File: src/rtl/mux_arb_nto1.sv
// mux_arb_nto1: registered N-to-1 selector with valid/ready handshaking on
// every input channel and on the output. Channel choice is either an
// external select (Mode=0) or round-robin arbitration (Mode=1).
// Optional packet locking is compiled in with `define MUX_ARB_LOCK_EN, which
// adds InLast/OutLast and keeps a round-robin grant on one channel until the
// beat carrying InLast.
module mux_arb_nto1 #(
  parameter int WIDTH    = 4,
  parameter int CHANNELS = 8,
  parameter int SEL_W    = $clog2(CHANNELS)
) (
  input  logic                      Clk,
  input  logic                      Rst_n,
  input  logic [CHANNELS*WIDTH-1:0] InData,
  input  logic [CHANNELS-1:0]       InValid,
  output logic [CHANNELS-1:0]       InReady,
  input  logic                      Mode,
  input  logic [SEL_W-1:0]          Sel,
  output logic [WIDTH-1:0]          OutData,
  output logic [SEL_W-1:0]          OutChan,
  output logic                      OutValid,
  input  logic                      OutReady
`ifdef MUX_ARB_LOCK_EN
  ,
  input  logic [CHANNELS-1:0]       InLast,
  output logic                      OutLast
`endif
);

  localparam logic [SEL_W:0]   CH_COUNT = (SEL_W+1)'(CHANNELS);
  localparam logic [SEL_W-1:0] LAST_CH  = SEL_W'(CHANNELS - 1);

  logic [SEL_W-1:0]    ptr;
  logic                load_en;
  logic                sel_in_range;
  logic [CHANNELS-1:0] rot_valid;
  logic                rr_found;
  logic [SEL_W-1:0]    rr_offset;
  logic [SEL_W:0]      rr_sum;
  logic [SEL_W-1:0]    rr_chan;
  logic                grant_any;
  logic [SEL_W-1:0]    grant_chan;
  logic                xfer;
  logic                grant_last;
  logic [WIDTH-1:0]    grant_data;
  logic [SEL_W-1:0]    ptr_next;

`ifdef MUX_ARB_LOCK_EN
  typedef enum logic {IDLE, LOCKED} lock_state_t;
  lock_state_t      lock_state;
  logic [SEL_W-1:0] lock_chan;
`endif

  // The output register may take a new beat when empty or being drained.
  assign load_en = !OutValid || OutReady;

  // Out-of-range selects (non power-of-two channel counts) never grant.
  assign sel_in_range = ({1'b0, Sel} < CH_COUNT);

  // Rotate the valid vector so bit 0 corresponds to the pointer position.
  assign rot_valid = CHANNELS'({InValid, InValid} >> ptr);

  // Find the nearest valid channel at or after the pointer.
  always_comb begin
    rr_found  = 1'b0;
    rr_offset = '0;
    for (int i = CHANNELS - 1; i >= 0; i--) begin
      if (rot_valid[i]) begin
        rr_found  = 1'b1;
        rr_offset = SEL_W'(i);
      end
    end
  end

  // Convert the rotated offset back to an absolute channel index.
  always_comb begin
    rr_sum = {1'b0, ptr} + {1'b0, rr_offset};
    if (rr_sum >= CH_COUNT) begin
      rr_chan = SEL_W'(rr_sum - CH_COUNT);
    end else begin
      rr_chan = rr_sum[SEL_W-1:0];
    end
  end

  // Pick at most one channel to grant this cycle; nothing is granted in reset.
  always_comb begin
    grant_any  = 1'b0;
    grant_chan = '0;
    if (Rst_n && load_en) begin
      if (!Mode) begin
        if (sel_in_range && InValid[Sel]) begin
          grant_any  = 1'b1;
          grant_chan = Sel;
        end
      end
`ifdef MUX_ARB_LOCK_EN
      else if (lock_state == LOCKED) begin
        grant_any  = 1'b1;
        grant_chan = lock_chan;
      end
`endif
      else if (rr_found) begin
        grant_any  = 1'b1;
        grant_chan = rr_chan;
      end
    end
  end

  // Drive ready onto the granted channel only.
  always_comb begin
    InReady = '0;
    if (grant_any) begin
      InReady[grant_chan] = 1'b1;
    end
  end

  assign xfer = grant_any && InValid[grant_chan];

`ifdef MUX_ARB_LOCK_EN
  assign grant_last = InLast[grant_chan];
`else
  assign grant_last = 1'b1;
`endif

  // Select the data word of the granted channel.
  always_comb begin
    grant_data = '0;
    for (int k = 0; k < CHANNELS; k++) begin
      if (grant_chan == SEL_W'(k)) begin
        grant_data = InData[k*WIDTH +: WIDTH];
      end
    end
  end

  // Pointer value just past the granted channel, wrapping to zero.
  assign ptr_next = (grant_chan == LAST_CH) ? '0 : grant_chan + 1'b1;

  // Output register: load on transfer, empty when drained with nothing new.
  always_ff @(posedge Clk or negedge Rst_n) begin
    if (!Rst_n) begin
      OutValid <= 1'b0;
      OutData  <= '0;
      OutChan  <= '0;
`ifdef MUX_ARB_LOCK_EN
      OutLast  <= 1'b0;
`endif
    end else if (xfer) begin
      OutValid <= 1'b1;
      OutData  <= grant_data;
      OutChan  <= grant_chan;
`ifdef MUX_ARB_LOCK_EN
      OutLast  <= grant_last;
`endif
    end else if (OutReady) begin
      OutValid <= 1'b0;
    end
  end

  // Round-robin pointer moves past a channel once its packet's final beat is taken.
  always_ff @(posedge Clk or negedge Rst_n) begin
    if (!Rst_n) begin
      ptr <= '0;
    end else if (xfer && Mode && grant_last) begin
      ptr <= ptr_next;
    end
  end

`ifdef MUX_ARB_LOCK_EN
  // Lock FSM: hold a round-robin grant on one channel until its last beat.
  always_ff @(posedge Clk or negedge Rst_n) begin
    if (!Rst_n) begin
      lock_state <= IDLE;
      lock_chan  <= '0;
    end else begin
      case (lock_state)
        IDLE: begin
          if (xfer && Mode && !grant_last) begin
            lock_state <= LOCKED;
            lock_chan  <= grant_chan;
          end
        end
        LOCKED: begin
          if (xfer && Mode && grant_last) begin
            lock_state <= IDLE;
          end
        end
        default: lock_state <= IDLE;
      endcase
    end
  end
`endif

endmodule

File: config.mk
export PLATFORM = sky130hd
export DESIGN_NAME = mux_arb_nto1
export DESIGN_NICKNAME = d
export VERILOG_FILES = /design/src/rtl/mux_arb_nto1.sv
export SDC_FILE = /design/constraint.sdc
export NUM_CORES = 1
export LEC_CHECK = 0
export CELL_PAD_IN_SITES_DETAIL_PLACEMENT = 1
export CELL_PAD_IN_SITES_GLOBAL_PLACEMENT = 1
export CORE_MARGIN = 1.5
export CORE_UTILIZATION = 35
export CTS_BUF_LIST = sky130_fd_sc_hd__clkbuf_4
export DETAILED_ROUTE_END_ITERATION = 10
export GPL_ROUTABILITY_DRIVEN = 0
export PLACE_DENSITY = 0.91
export SLEW_MARGIN = 20
export SYNTH_ARGS = -nofsm -noshare
export SYNTH_HDL_FRONTEND = slang
export SYNTH_SLANG_ARGS = --single-unit
File: constraint.sdc
create_clock -name Clk -period 9.8 [get_ports Clk]
set_input_delay 1.96 -clock Clk [delete_from_list [all_inputs] [get_ports Clk]]
set_output_delay 1.96 -clock Clk [all_outputs]
set_load 0.05 [all_outputs]
==> results of run 1 <==
report_power, final:
group | total (W) | switching, W | internal, W | leakage [nW]
registers | 0.000108 | 0.0000421 | 0.0000655 | 0.138
logic | 0.000509 | 0.000300 | 0.000208 | 0.827
clock network | 0.0000351 | 0.0000165 | 0.0000185 | 0.0184
total | 0.000651 | 0.000359 | 0.000292 | 0.983
cells in the mapped netlist (all sizes together) (2+ instances only):
| master | instances | area share, % |
|---|---|---|
| o21ai | 10 | 2.7 |
| ha | 7 | 4.8 |
| clkbuf | 8 | 1.6 |
| nand2 | 23 | 4.7 |
| and3 | 2 | 0.68 |
| and2 | 2 | 0.68 |
| a31oi | 6 | 2.0 |
| o211ai | 4 | 1.6 |
| buf | 9 | 3.4 |
| a211o | 5 | 2.4 |
| a211oi | 4 | 1.9 |
| nor2b | 6 | 2.0 |
| a21o | 2 | 0.82 |
| o31ai | 6 | 2.5 |
| dfrtp | 11 | 15 |
| a221oi | 5 | 2.7 |
| nand3 | 6 | 1.6 |
| mux2 | 9 | 6.1 |
| nor2 | 15 | 3.1 |
| mux2i | 13 | 7.8 |
| o32ai | 3 | 1.4 |
| a32o | 2 | 1.1 |
| a2111oi | 2 | 1.3 |
| nand2b | 3 | 1.0 |
| a22oi | 4 | 1.6 |
| nor4 | 6 | 2.0 |
| mux4 | 5 | 6.1 |
| a21oi | 14 | 4.0 |
| o2111ai | 2 | 0.95 |
| inv | 18 | 4.0 |
| nor3 | 10 | 2.7 |
routing by layer:
layer	GRT usage [%]	wire, um
met5	0	0
met3	4.50	365
met4	4.17	51
met1	27.7	2590
met2	41.7	3110
worst paths after layout:
kind	from	to	slack [ns]	depth (start not counted)
setup / recovery	InValid[2]	InReady[0]	0.93	18
hold / removal	OutChan[2]	OutChan[2]	0.51	1
setup reg to reg	ptr[0]	OutData[0]	3.85	22
hold reg to reg	OutChan[2]	OutChan[2]	0.51	1
max in group asynchronous	Rst_n	OutData[2]	7.39	1
min in group asynchronous	Rst_n	OutChan[0]	2.05	1
cell usage in the layout, fill, tap and decap left out, types with 5 or more instances in the layout:
master and count:
sky130_fd_sc_hd__a31oi_1 6, sky130_fd_sc_hd__a21oi_1 13, sky130_fd_sc_hd__o21ai_0 9, sky130_fd_sc_hd__ha_1 7, sky130_fd_sc_hd__a211o_1 5, sky130_fd_sc_hd__nor4_1 6, sky130_fd_sc_hd__nor2b_1 6, sky130_fd_sc_hd__nor3_1 10
sky130_fd_sc_hd__mux4_2 5, sky130_fd_sc_hd__nand2_1 23, sky130_fd_sc_hd__dfrtp_1 11, sky130_fd_sc_hd__nor2_1 15, sky130_fd_sc_hd__inv_1 17, sky130_fd_sc_hd__nand3_1 6, sky130_fd_sc_hd__mux2i_1 12, sky130_fd_sc_hd__clkdlybuf4s50_1 62
sky130_fd_sc_hd__o31ai_1 6
registers in the layout, indices dropped and copies added, names as in the netlist:
name / count
OutValid: 1
ptr: 3
OutChan: 3
OutData: 4
worst reg2reg max path: stages, from the launching register on:
cell and delay (ns):
sky130_fd_sc_hd__dfrtp_1 0.88, sky130_fd_sc_hd__mux4_2 0.63, sky130_fd_sc_hd__o21ai_0 0.20, sky130_fd_sc_hd__a22oi_1 0.10, sky130_fd_sc_hd__a21oi_1 0.14, sky130_fd_sc_hd__a211oi_1 0.07, sky130_fd_sc_hd__o21ai_0 0.19, sky130_fd_sc_hd__a32o_1 0.18
sky130_fd_sc_hd__ha_1 0.15, sky130_fd_sc_hd__inv_1 0.05, sky130_fd_sc_hd__fa_1 0.37, sky130_fd_sc_hd__xor2_1 0.22, sky130_fd_sc_hd__nor2_1 0.07, sky130_fd_sc_hd__a311o_1 0.36, sky130_fd_sc_hd__a21o_1 0.43, sky130_fd_sc_hd__ha_1 0.47
sky130_fd_sc_hd__nand2_1 0.13, sky130_fd_sc_hd__o21ai_0 0.08, sky130_fd_sc_hd__o21ai_0 0.07, sky130_fd_sc_hd__o21ai_0 0.11, sky130_fd_sc_hd__a2111oi_0 0.58, sky130_fd_sc_hd__a221oi_2 0.07, sky130_fd_sc_hd__mux2_4 0.29
cell families after synthesis:
kind of cell | after synthesis | share of synthesized area, %
XOR/XNOR | 1 | 0.477
flip-flops | 11 | 15.0
buffers and inverters | 35 | 8.99
adder cells (fa/ha/maj) | 8 | 5.86
AO/OA/AOI/OAI | 72 | 28.6
AND/OR/NAND/NOR | 79 | 21.1
multiplexers | 27 | 20.0
stage by stage:
stage / hold slack (ns) / utilization, % / total power [W] / instances / instance area, um2
after floorplan: 0.596 / - / 0.000475 / 233 / 1840
after global placement: 0.490 / 48.3 / 0.000597 / 348 / 2450
after detailed placement: 0.487 / 48.3 / 0.000611 / 348 / 2450
after CTS: 0.513 / 48.9 / 0.000649 / 352 / 2480
after global routing: 0.557 / 48.9 / 0.000702 / 352 / 2480
final: 0.512 / 48.9 / 0.000651 / 352 / 2480
final cells by class:
| class | count | area, um2 |
|---|---|---|
| multi-input cells | 187 | 1400 |
| inverters | 18 | 72.6 |
| flip-flops and latches | 11 | 275 |
| repair buffers | 62 | 621 |
| well taps | 70 | 87.6 |
| clock buffers | 4 | 30.0 |
| fillers | 627 | 2590 |
==> impl_results.md, run 1 <==
* CP Cell Sequence: clkdlybuf4s50_1 -> mux4_2 -> o21ai_0 -> a22oi_1 -> a21oi_1 -> a211oi_1 -> o21ai_0 -> a32o_1 -> ha_1 -> inv_1 -> fa_1 -> xor2_1 -> nor2_1 -> a311o_1 -> a21o_1 -> inv_6 -> nor4_1 -> clkdlybuf4s50_1
* Clock tree from TritonCTS: yes
* Number of iterations in the first detailed-routing pass at 4
* Lkg Pwr at 0.983 nW
* Result of the run: finished, final reports clean
* Yosys warning count at 0
* Overall die height at 75.4 um
* Actual slew at the worst max-slew pin at 0.815 ns
* Cell area power density at 262 nW/um2
* Top achievable clock speed at 113 MHz
* Starting DRC count in detailed routing at 106
* Via count at 2,081
* Layout cell share with drive strength beyond 1 at 8.16%
* Avg Vias per Cell at 5.91
* CTS Root Cell: sky130_fd_sc_hd__clkbuf_4
* Mean routed wirelength per cell at 17.4 um
* Number of distinct library cell variants in the gate-level netlist after synthesis at 53
* Total clock sinks at 11
* Crit path max fanout at 15
* Main flop type after synthesis: sky130_fd_sc_hd__dfrtp_1
* Later-pin clock latency in the skew report at 0.27 ns
* Number of hold violations in the final report at 0
* Number of post-CTS setup repair buffers at 0
* Share of synthesized area occupied by flip-flops and latches at 15.0%
* Setup repair after global routing missed its margin: false
* Type of destination of the critical path: primary output
* Shortest clock period the worst path allows after layout at 8.87 ns
* Fin nets at 338
* Area of the core region at 5070 um2
* Number of max-slew violations in the final report at 0
* Aggregate negative setup slack at 0 ns
* Area of the die at 5690 um2
* Port Buffers at 62
* Number of failing setup endpoints in the final timing report at 0
* Final critical-path share of the clock period at 90.5%
* Deepest level of the CTS H-tree at 1
* Effective utilization at floorplan at 36.2%
* Avg Inst Size Synth at 7.88 um2
* Proportion of register bits with asynchronous set or reset after synthesis at 100%
* Crit path buffers/inverters at 4
* CTS clock-pin slew for the worst setup and hold paths at 0.08 ns
* Global-route congestion overflow total at 0
* Dpl ws at 0.962 ns
* Number of enable flip-flop cells after synthesis at 0
* Number of buffers created by CTS at 3
* Standard-cell row count at 26
* Largest net degree at the start of global routing at 24
* Number of antenna violations at the first check in global routing at 0
* Via count of the first global-routing pass at 2,150
* Startpoint Class: input port
* Global-route wire length before repair at 10,100 um
* Category of cells accounting for the largest share of critical-path delay: compound AO/OA/AOI/OAI gates
* Path type of the worst setup path: in -> out
* Highest cell delay on the worst timing path at 0.86 ns
* Worst vdd rail ir drop at 0.000129 V
* Post-synth design cell area at 1840 um2
* Arrival @ worst endpoint at 6.91 ns
* All-layer global routing usage at 22.7%
* Number of instances in the synthesized netlist at 233
* Highest-delay cell along the critical path: sky130_fd_sc_hd__clkdlybuf4s50_1
* Die width at 75.4 um
* Yosys reg bits at 11
* Antenna cell count at 0
* Hold_buf cts at 0
* Remaining antenna violation count at 0
* Placed wire-length estimate after detailed placement at 4900 um
* CTS max path bufs at 2
* DRC errors left at 0
* Post-Syn Nets at 288
* Required time at the endpoint of the critical path at 7.84 ns
* Routed wire length at 6120 um
* Syn-to-layout area delta at 35.1%
* Path type of the worst min-delay path: reg -> reg
* Final setup margin at 0.931 ns
* Worst clock skew on the final layout at 0.00233 ns
* Count of boundary I/O pins at 63
* Resize count post-CTS at 0
* Headroom to the max-slew limit at 45.6%
* Max Cap Viol at 0
(Power assumes the default switching activity.)
==> run 2, diff against run 1 <==
--- a/config.mk
+++ b/config.mk
@@ -12,7 +12,7 @@
 export CTS_BUF_LIST = sky130_fd_sc_hd__clkbuf_4
 export DETAILED_ROUTE_END_ITERATION = 10
 export GPL_ROUTABILITY_DRIVEN = 0
-export PLACE_DENSITY = 0.91
+export PLACE_DENSITY = 0.95
 export SLEW_MARGIN = 20
 export SYNTH_ARGS = -nofsm -noshare
 export SYNTH_HDL_FRONTEND = slang
==> run 2 against run 1 <==
Die area did not move. Utilization is the same. Register-to-register slack gained 0.07 ns. Clock skew barely moved. Largest cell class unchanged.
==> impl_results.md, run 2 (same netlist as run 1, synthesis figures left out) <==
* Result of the run: finished, final reports clean
* Resize count post-CTS at 0
* Final Total Pwr at 0.000648 W
* Crit Reg-Reg Endpoint: OutData[0]
* Max Cap Viol at 0
* Mean routed wirelength per cell at 17.8 um
* Worst hold slack after final layout at 0.493 ns
* Fin nets at 338
* Worst reg2reg path startpoint: ptr[0]
* Number of post-CTS setup repair buffers at 0
* Top achievable clock speed at 113 MHz
* Number of flip-flops in the largest register at 4
* Placed wire-length estimate after detailed placement at 5050 um
* Hold_buf cts at 0
* Aggregate negative setup slack at 0 ns
* Global-route congestion overflow total at 0
* Area of all placed cells without fillers at 2480 um2
* GR Util met2 at 41.3%
* Placed Instance Area at 2450 um2
* Number of iterations in the first detailed-routing pass at 5
* Area taken by flip-flops and latches at 275 um2
* Arrival @ worst endpoint at 6.92 ns
* Number of failing setup endpoints in the final timing report at 0
* Path type of the worst setup path: in -> out
* Lkg Pwr at 0.983 nW
* DRC errors left at 0
* Largest net degree at the start of global routing at 24
* Effective utilization at floorplan at 36.2%
* CTS clock-pin slew for the worst setup and hold paths at 0.07 ns
* Port Buffers at 62
* Commonest cells after routing, fill and taps aside: sky130_fd_sc_hd__clkdlybuf4s50_1 (62), sky130_fd_sc_hd__nand2_1 (23), sky130_fd_sc_hd__inv_1 (17), sky130_fd_sc_hd__nor2_1 (15), sky130_fd_sc_hd__a21oi_1 (13)
* Number of max-slew violations in the final report at 0
* Worst hold stages at 1
* Crit path max fanout at 15
* Total clock sinks at 11
* Syn-to-layout area delta at 35.1%
* Count of boundary I/O pins at 63
* Destination of the worst hold path: OutChan[0]
* Deepest level of the CTS H-tree at 1
* Required time at the endpoint of the critical path at 7.84 ns
* Layout cell share with drive strength beyond 1 at 8.16%
* Fillcell total at 648
* Worst clock skew on the final layout at 0.00213 ns
* Met3 track demand over resource at 2.91%
* Largest reg by FF count: OutData
* Gr busiest metal: met2
* Global-route wire length before repair at 10,200 um
* Standard-cell row count at 26
* Most common cell after layout, fill and taps aside: sky130_fd_sc_hd__clkdlybuf4s50_1
* Final critical-path share of the clock period at 90.6%
* All-layer global routing usage at 22.9%
* Area of the die at 5690 um2
* Number of buffers created by CTS at 3
* Overall die height at 75.4 um
* Starting DRC count in detailed routing at 139
* Clock tree from TritonCTS: yes
* Number of antenna violations at the first check in global routing at 0
* Actual slew at the worst max-slew pin at 0.828 ns
* Type of destination of the critical path: primary output
* Routed wire length at 6280 um
* Via count at 2,119
* Avg Vias per Cell at 6.02
* Area of the multi-input gates at 1400 um2
* R2r setup slk at 3.92 ns
* CTS Root Cell: sky130_fd_sc_hd__clkbuf_4
* Headroom to the max-slew limit at 44.8%
* Die width at 75.4 um
* Worst vdd rail ir drop at 0.000167 V
* Worst Min Path Start: OutChan[0]
* Remaining antenna violation count at 0
* Shortest clock period the worst path allows after layout at 8.88 ns
* Final core utilization at 48.9%
* Registers with the most flip-flops: OutData (4), OutChan (3), ptr (3)
* Setup repair after global routing missed its margin: false
* Cell area power density at 261 nW/um2
* Antenna cell count at 0
* Startpoint Class: input port
* Cell depth of the worst flop-to-flop path at 22
* Path type of the worst min-delay path: reg -> reg
* Later-pin clock latency in the skew report at 0.27 ns
* Number of hold violations in the final report at 0
* Via count of the first global-routing pass at 2,120
* Fraction of met1 tracks used by global routing at 29.8%
* Area of the core region at 5070 um2
* CTS max path bufs at 2
[run 2: cell counts in the layout (fill, tap and decap cells not counted)]
Identical to the previous run, type by type.
[run 2: worst max-delay path by stage]
stage	startpoint	end	slack, ns	depth (start not counted)
after detailed placement	InValid[2]	InReady[0]	1.00	18
after global routing	InValid[2]	InReady[0]	0.61	18
final	InValid[2]	InReady[0]	0.92	18
after global placement	InValid[2]	InReady[0]	1.20	18
after floorplan	InValid[3]	InReady[4]	1.54	18
after CTS	InValid[2]	InReady[0]	0.95	18
[run 2: layout make-up]
cell class / instances / area share [%]
inverters: 18 / 2.92
repair buffers: 62 / 25.0
multi-input cells: 187 / 56.3
flip-flops and latches: 11 / 11.1
clock buffers: 4 / 1.21
well taps: 70 / 3.53
[run 2: power by group]
part            total, W  switching, W  internal, W  leakage [nW]
registers       0.000108     0.0000429    0.0000655         0.138
clock network  0.0000344     0.0000159    0.0000185        0.0184
logic           0.000505      0.000299     0.000206         0.827
[run 2: worst max-delay path, cell delays in order]
cell and delay (ns):
sky130_fd_sc_hd__clkdlybuf4s50_1 0.62, sky130_fd_sc_hd__mux4_2 0.58, sky130_fd_sc_hd__o21ai_0 0.16, sky130_fd_sc_hd__a22oi_1 0.09
sky130_fd_sc_hd__a21oi_1 0.13, sky130_fd_sc_hd__a211oi_1 0.06, sky130_fd_sc_hd__o21ai_0 0.19, sky130_fd_sc_hd__a32o_1 0.19
sky130_fd_sc_hd__ha_1 0.15, sky130_fd_sc_hd__inv_1 0.06, sky130_fd_sc_hd__fa_1 0.37, sky130_fd_sc_hd__xor2_1 0.17
sky130_fd_sc_hd__nor2_1 0.11, sky130_fd_sc_hd__a311o_1 0.23, sky130_fd_sc_hd__a21o_1 0.59, sky130_fd_sc_hd__inv_6 0.11
sky130_fd_sc_hd__nor4_1 0.26, sky130_fd_sc_hd__clkdlybuf4s50_1 0.86
[run 2: stage by stage]
stage | setup slack, ns | cells
after floorplan | 1.54 | 233
after global placement | 1.20 | 348
after detailed placement | 1.00 | 348
after CTS | 0.954 | 352
after global routing | 0.613 | 352
final | 0.925 | 352
[run 2: metal layers]
layer	share of wire [%]	routed length, um	vias to the layer above
met5	0	0	-
met4	0	0	0
met3	4.5	285	0
met2	53	3330	72
met1	42	2660	1055
li1	-	-	992
